$ cat config.mk
export PLATFORM = sky130hd
export DESIGN_NAME = rr_arbiter16
export DESIGN_NICKNAME = d
export VERILOG_FILES = /design/src/rtl/rr_arbiter16_pkg.sv /design/src/rtl/decoder.sv /design/src/rtl/rr_arbiter16_pick.sv /design/src/rtl/rr_arbiter16.sv
export SDC_FILE = /design/constraint.sdc
export NUM_CORES = 1
export LEC_CHECK = 0
export ABC_AREA = 0
export CAP_MARGIN = 15
export CORE_ASPECT_RATIO = 0.5
export CORE_MARGIN = 3
export CORE_UTILIZATION = 41
export CTS_BUF_LIST = sky130_fd_sc_hd__clkbuf_8
export DETAILED_ROUTE_END_ITERATION = 12
export DONT_BUFFER_PORTS = 1
export PLACE_DENSITY = 0.62
export SYNTH_ARGS = -nofsm -noshare
export SYNTH_HDL_FRONTEND = slang
export SYNTH_SLANG_ARGS = --single-unit
export TNS_END_PERCENT = 1
$ cat constraint.sdc
create_clock -name clk -period 6.8 [get_ports clk]
set_input_delay 0.68 -clock clk [delete_from_list [all_inputs] [get_ports clk]]
set_output_delay 0.68 -clock clk [all_outputs]
set_load 0.1 [all_outputs]
$ cat src/rtl/rr_arbiter16_pkg.sv
// Shared types and defaults for the 16-way round-robin arbiter.
package rr_arbiter16_pkg;

    localparam int unsigned NUM_REQ          = 16;
    localparam int unsigned IDX_W            = 4;
    localparam int unsigned MAX_HOLD_DEFAULT = 255;
    localparam int unsigned HOLD_W_DEFAULT   = 8;

    typedef enum logic [1:0] {
        ST_IDLE = 2'd0,
        ST_BUSY = 2'd1,
        ST_REL  = 2'd2
    } state_t;

endpackage

$ cat src/rtl/decoder.sv
// 4-to-16 one-hot decoder with enable; i0 is the index MSB, d[k] is output k.
module decoder (
    input  logic        i0,
    input  logic        i1,
    input  logic        i2,
    input  logic        i3,
    input  logic        en,
    output logic [0:15] d
);

    always_comb begin
        d = '0;
        if (en) begin
            d[{i0, i1, i2, i3}] = 1'b1;
        end
    end

endmodule

$ cat src/rtl/rr_arbiter16_pick.sv
// Rotating-priority search: first set req bit at or after ptr, wrapping mod 16.
module rr_pick16
    import rr_arbiter16_pkg::*;
(
    input  logic [0:NUM_REQ-1] req,
    input  logic [IDX_W-1:0]   ptr,
    output logic [IDX_W-1:0]   idx,
    output logic               any
);

    logic [IDX_W-1:0] k;
    logic             found;

    always_comb begin
        idx   = '0;
        k     = '0;
        found = 1'b0;
        for (int i = 0; i < NUM_REQ; i++) begin
            k = ptr + IDX_W'(i);
            if (!found && req[k]) begin
                idx   = k;
                found = 1'b1;
            end
        end
    end

    assign any = |req;

endmodule

$ cat src/rtl/rr_arbiter16.sv
// Round-robin arbiter for 16 requesters; grants are held until done,
// request drop, or hold timeout, with a two-cycle gap between grants.
module rr_arbiter16
    import rr_arbiter16_pkg::*;
#(
    parameter int unsigned MAX_HOLD = MAX_HOLD_DEFAULT,
    parameter int unsigned HOLD_W   = HOLD_W_DEFAULT
) (
    input  logic               clk,
    input  logic               rst,
    input  logic [0:NUM_REQ-1] req,
    input  logic               done,
    output logic [0:NUM_REQ-1] gnt,
    output logic [IDX_W-1:0]   gnt_idx,
    output logic               busy,
    output logic               timeout
);

    localparam logic [HOLD_W-1:0] HOLD_LAST = HOLD_W'(MAX_HOLD - 1);

    state_t            state;
    logic [IDX_W-1:0]  ptr;
    logic [HOLD_W-1:0] cnt;
    logic [IDX_W-1:0]  pick_idx;
    logic              pick_any;
    logic              hold_expired;
    logic              owner_exit;

    rr_pick16 u_pick (
        .req (req),
        .ptr (ptr),
        .idx (pick_idx),
        .any (pick_any)
    );

    // Owner-driven exits outrank the timeout so the pulse flags only pure expiry.
    assign owner_exit   = done || !req[gnt_idx];
    assign hold_expired = (MAX_HOLD != 0) && (cnt == HOLD_LAST);

    always_ff @(posedge clk) begin
        if (rst) begin
            state   <= ST_IDLE;
            ptr     <= '0;
            gnt_idx <= '0;
            cnt     <= '0;
            timeout <= 1'b0;
        end else begin
            timeout <= 1'b0;
            case (state)
                ST_IDLE: begin
                    if (pick_any) begin
                        gnt_idx <= pick_idx;
                        cnt     <= '0;
                        state   <= ST_BUSY;
                    end
                end
                ST_BUSY: begin
                    cnt <= cnt + HOLD_W'(1);
                    if (owner_exit) begin
                        state <= ST_REL;
                    end else if (hold_expired) begin
                        state   <= ST_REL;
                        timeout <= 1'b1;
                    end
                end
                ST_REL: begin
                    ptr   <= gnt_idx + IDX_W'(1);
                    state <= ST_IDLE;
                end
                default: begin
                    state <= ST_IDLE;
                end
            endcase
        end
    end

    assign busy = (state == ST_BUSY);

    decoder u_dec (
        .i0 (gnt_idx[3]),
        .i1 (gnt_idx[2]),
        .i2 (gnt_idx[1]),
        .i3 (gnt_idx[0]),
        .en (state == ST_BUSY),
        .d  (gnt)
    );

endmodule

==> key figures <==
Outcome
  • Status: complete, no violations

Power and ir drop
  • Design Power: 0.000899 W
  • Static Leak: 1.24 nW
  • Power per standard cell area: 234 nW/µm²
  • Max VDD drop: 157 µV

Timing
  • Slew HR: 23.6%
  • Final setup violation count: 0
  • Tmin final: 5.06 ns
  • Clk_skew: 0.00467 ns
  • Fin Setup TNS: 0 ns
  • Tightest Pin Transition: 1.15 ns
  • Hold violation count in the final report: 0
  • Hold slack: 0.474 ns
  • Fmax: 197 MHz
  • RSZ-0062 raised after global routing: no
  • Count of final max-slew check failures: 0
  • Period utilisation layout: 74.5%

Clock network
  • CTS tree: done
  • Clk buf depth: 2
  • TritonCTS Sinks: 19
  • Postcts setup bufs: 0
  • CTS Hold Bufs: 0
  • Clk slew on worst S/H paths: 0.07 ns
  • Clock latency at the later pin of the worst-skew pair: 0.25 ns
  • CTS Buf Count: 3
  • H-tree Lvls: 1
  • CTS root buf: clkbuf_8
  • Post-cts resize count: 0

Setup path
  • Startpoint Class: flop
  • Top delay family on crit path: adder cells
  • Critical path's slowest cell: ha_1
  • Critical path required time: 6.90 ns
  • Slowest stage delay, CP: 1.14 ns
  • Worst setup EP type: flop
  • Crit-path cells: buf_4 -> inv_1 -> ha_1 -> mux2_2 -> mux2i_1 -> o2bb2ai_1 -> nor2_1 -> nor3_1 -> o311a_1 -> o41ai_1 -> a41oi_1
  • Crit path max fanout: 28
  • Worst EP arrival: 5.17 ns
  • CP bufs+invs: 2
  • WS Path Type: flop to flop

Place
  • Placed cell count: 520
  • Post-DP HPWL: 8700 µm
  • Port Buf Inserts: 0
  • Post-DP Area: 3790 µm²
  • Routability Congestion: 0.982

Detailed routing
  • Starting DRT DRC Count: 389
  • Final ANT Viol Nets: 0
  • Via Count: 3623
  • Residual DRC: 0
  • Drt first pass iters: 5
  • Post-DR wirelength/cell: 22.6 µm
  • Drt total wl: 11800 µm
  • DR vias/cell: 6.91

Floorplan
  • IO Pins: 41
  • Die area: 10500 µm²
  • Die width: 142 µm
  • Initial Util: 42.8%
  • Core box area: 8830 µm²
  • Num rows: 24
  • Die Ht: 73.9 µm

Yosys
  • Avg Inst Size Synth: 8.83 µm²
  • Gate Count Post-Synth: 428
  • Synth Cell Area: 3780 µm²
  • Cell variety after synth: 77
  • Top_reg_cell synth: dfxtp_1
  • Most area-hungry cell type in the Yosys netlist: mux4_2
  • Synth top area cells: mux4_2 (18%), dfxtp_1 (10%), mux2i_1 (5.6%)
  • Synth warnings: 0
  • Post-synthesis net count: 460
  • Fraction of registers with async set/reset: 0%
  • Synth Register Bits: 19
  • EDFF count, synth: 0
  • Seq/Total Area, Yosys: 10.1%
  • Share of the synthesized area in the top cell type: 17.9%

GRT
  • Grt total ovfl: 0
  • Initial antenna violation count: 0
  • Pin count of the biggest net entering global routing: 30
  • Vias in the first global route: 3328
  • First-pass GRT wire length: 19000 µm
  • Gr usage total: 22.9%

Hold path
  • Hold Crit Class: flop to flop

Layout
  • N_diodes: 0
  • Final instance area: 3830 µm²
  • Syn-to-layout area delta: 1.42%
  • Final-stage net count: 440
  • Layout cells sized above 1: 19.9%
  • Non-Filler Instances: 524

Job
  • Max_cap viols: 0
[layout by cell type (no fill, tap or decap), types with 4 or more instances in the layout]
master      n
xor2_1      5
nand4_1     8
mux4_2     30
nor2_1     29
a31oi_1     5
o21ai_0    14
or3_1       5
nand2_1    23
mux2i_1    21
nor2b_1     4
nand3_1    23
a211oi_1    6
and2_1     18
inv_1      10
xnor2_1     9
a21oi_1    19
buf_4       9
nor4_1      6
nand2b_1    5
ha_1       13
o2111ai_1   7
o22ai_1     4
and3_1      6
nor3_1     15
dfxtp_1    19
o32ai_1     4
mux2_2     16
[registers in the layout (all words and copies together), names as in the netlist]
name     cells
cnt          8
gnt_idx      4
ptr          4
state        2
timeout      1
[power breakdown]
part | leakage (nW) | switching, W | internal (W)
logic | 1.06 | 0.000445 | 0.000246
registers | 0.155 | 0.00000926 | 0.000123
clock network | 0.0255 | 0.0000360 | 0.0000406
[layout make-up]
| cell class | count | area [µm²] |
|---|---|---|
| Timing Repair Buffer | 9 | 67.6 |
| Inverter | 13 | 48.8 |
| Fill cell | 903 | 4990 |
| Tap cell | 117 | 146 |
| Clock inverter | 1 | 5.00 |
| Sequential cell | 19 | 380 |
| Multi-Input combinational cell | 362 | 3150 |
| Clock buffer | 3 | 41.3 |
[kinds of logic after synthesis]
group / count (synthesis) / share of synthesized area (%)
AND/OR/NAND/NOR: 161 / 24.0
AO/OA/AOI/OAI: 96 / 18.2
multiplexers: 75 / 31.8
buffers and inverters: 47 / 6.75
flip-flops: 19 / 10.1
XOR/XNOR: 17 / 4.83
adder cells (fa/ha/maj): 13 / 4.30
[tightest hold or removal path: cells and delay by family, from the launching register on]
| family | cells | cell delay, ns |
|---|---|---|
| AOI/OAI and AO/OA | 1 | 0.06 |
| DFF | 1 | 0.32 |
| and+or+nand+nor | 1 | 0.06 |
[metal layers]
layer | share of wire (%) | up-vias | GRT usage (%)
met3 | 12 | 15 | 4.55
met2 | 43 | 226 | 35.2
met1 | 45 | 1746 | 33.8
met4 | 1.0 | 0 | 4.26
li1 | - | 1636 | -
met5 | 0 | - | 0
[metrics by stage]
step / utilization, % / setup WS, ns
finish: 43.4 / 1.74
global route: 43.4 / 1.39
CTS: 43.4 / 1.84
detailed placement: 42.9 / 1.86
global placement: 42.9 / 1.94
floorplan: - / 3.29
[worst paths after layout]
check / cells after the start / slack (ns) / end / start
setup / recovery: 11 / 1.74 / gnt_idx[2] / ptr[1]
setup reg to reg: 11 / 1.74 / gnt_idx[2] / ptr[1]
hold / removal: 2 / 0.47 / cnt[6] / cnt[6]
hold reg to reg: 2 / 0.47 / cnt[6] / cnt[6]
[synth_stat cells, types with 13 or more instances]
master / count
a21oi_1: 19
and2_1: 18
dfxtp_1: 19
ha_1: 13
mux2_2: 16
mux2i_1: 21
mux4_2: 30
nand2_1: 23
nand3_1: 23
nor2_1: 29
nor3_1: 15
o21ai_0: 14
No activity file was read; power rests on OpenSTA's default activity.
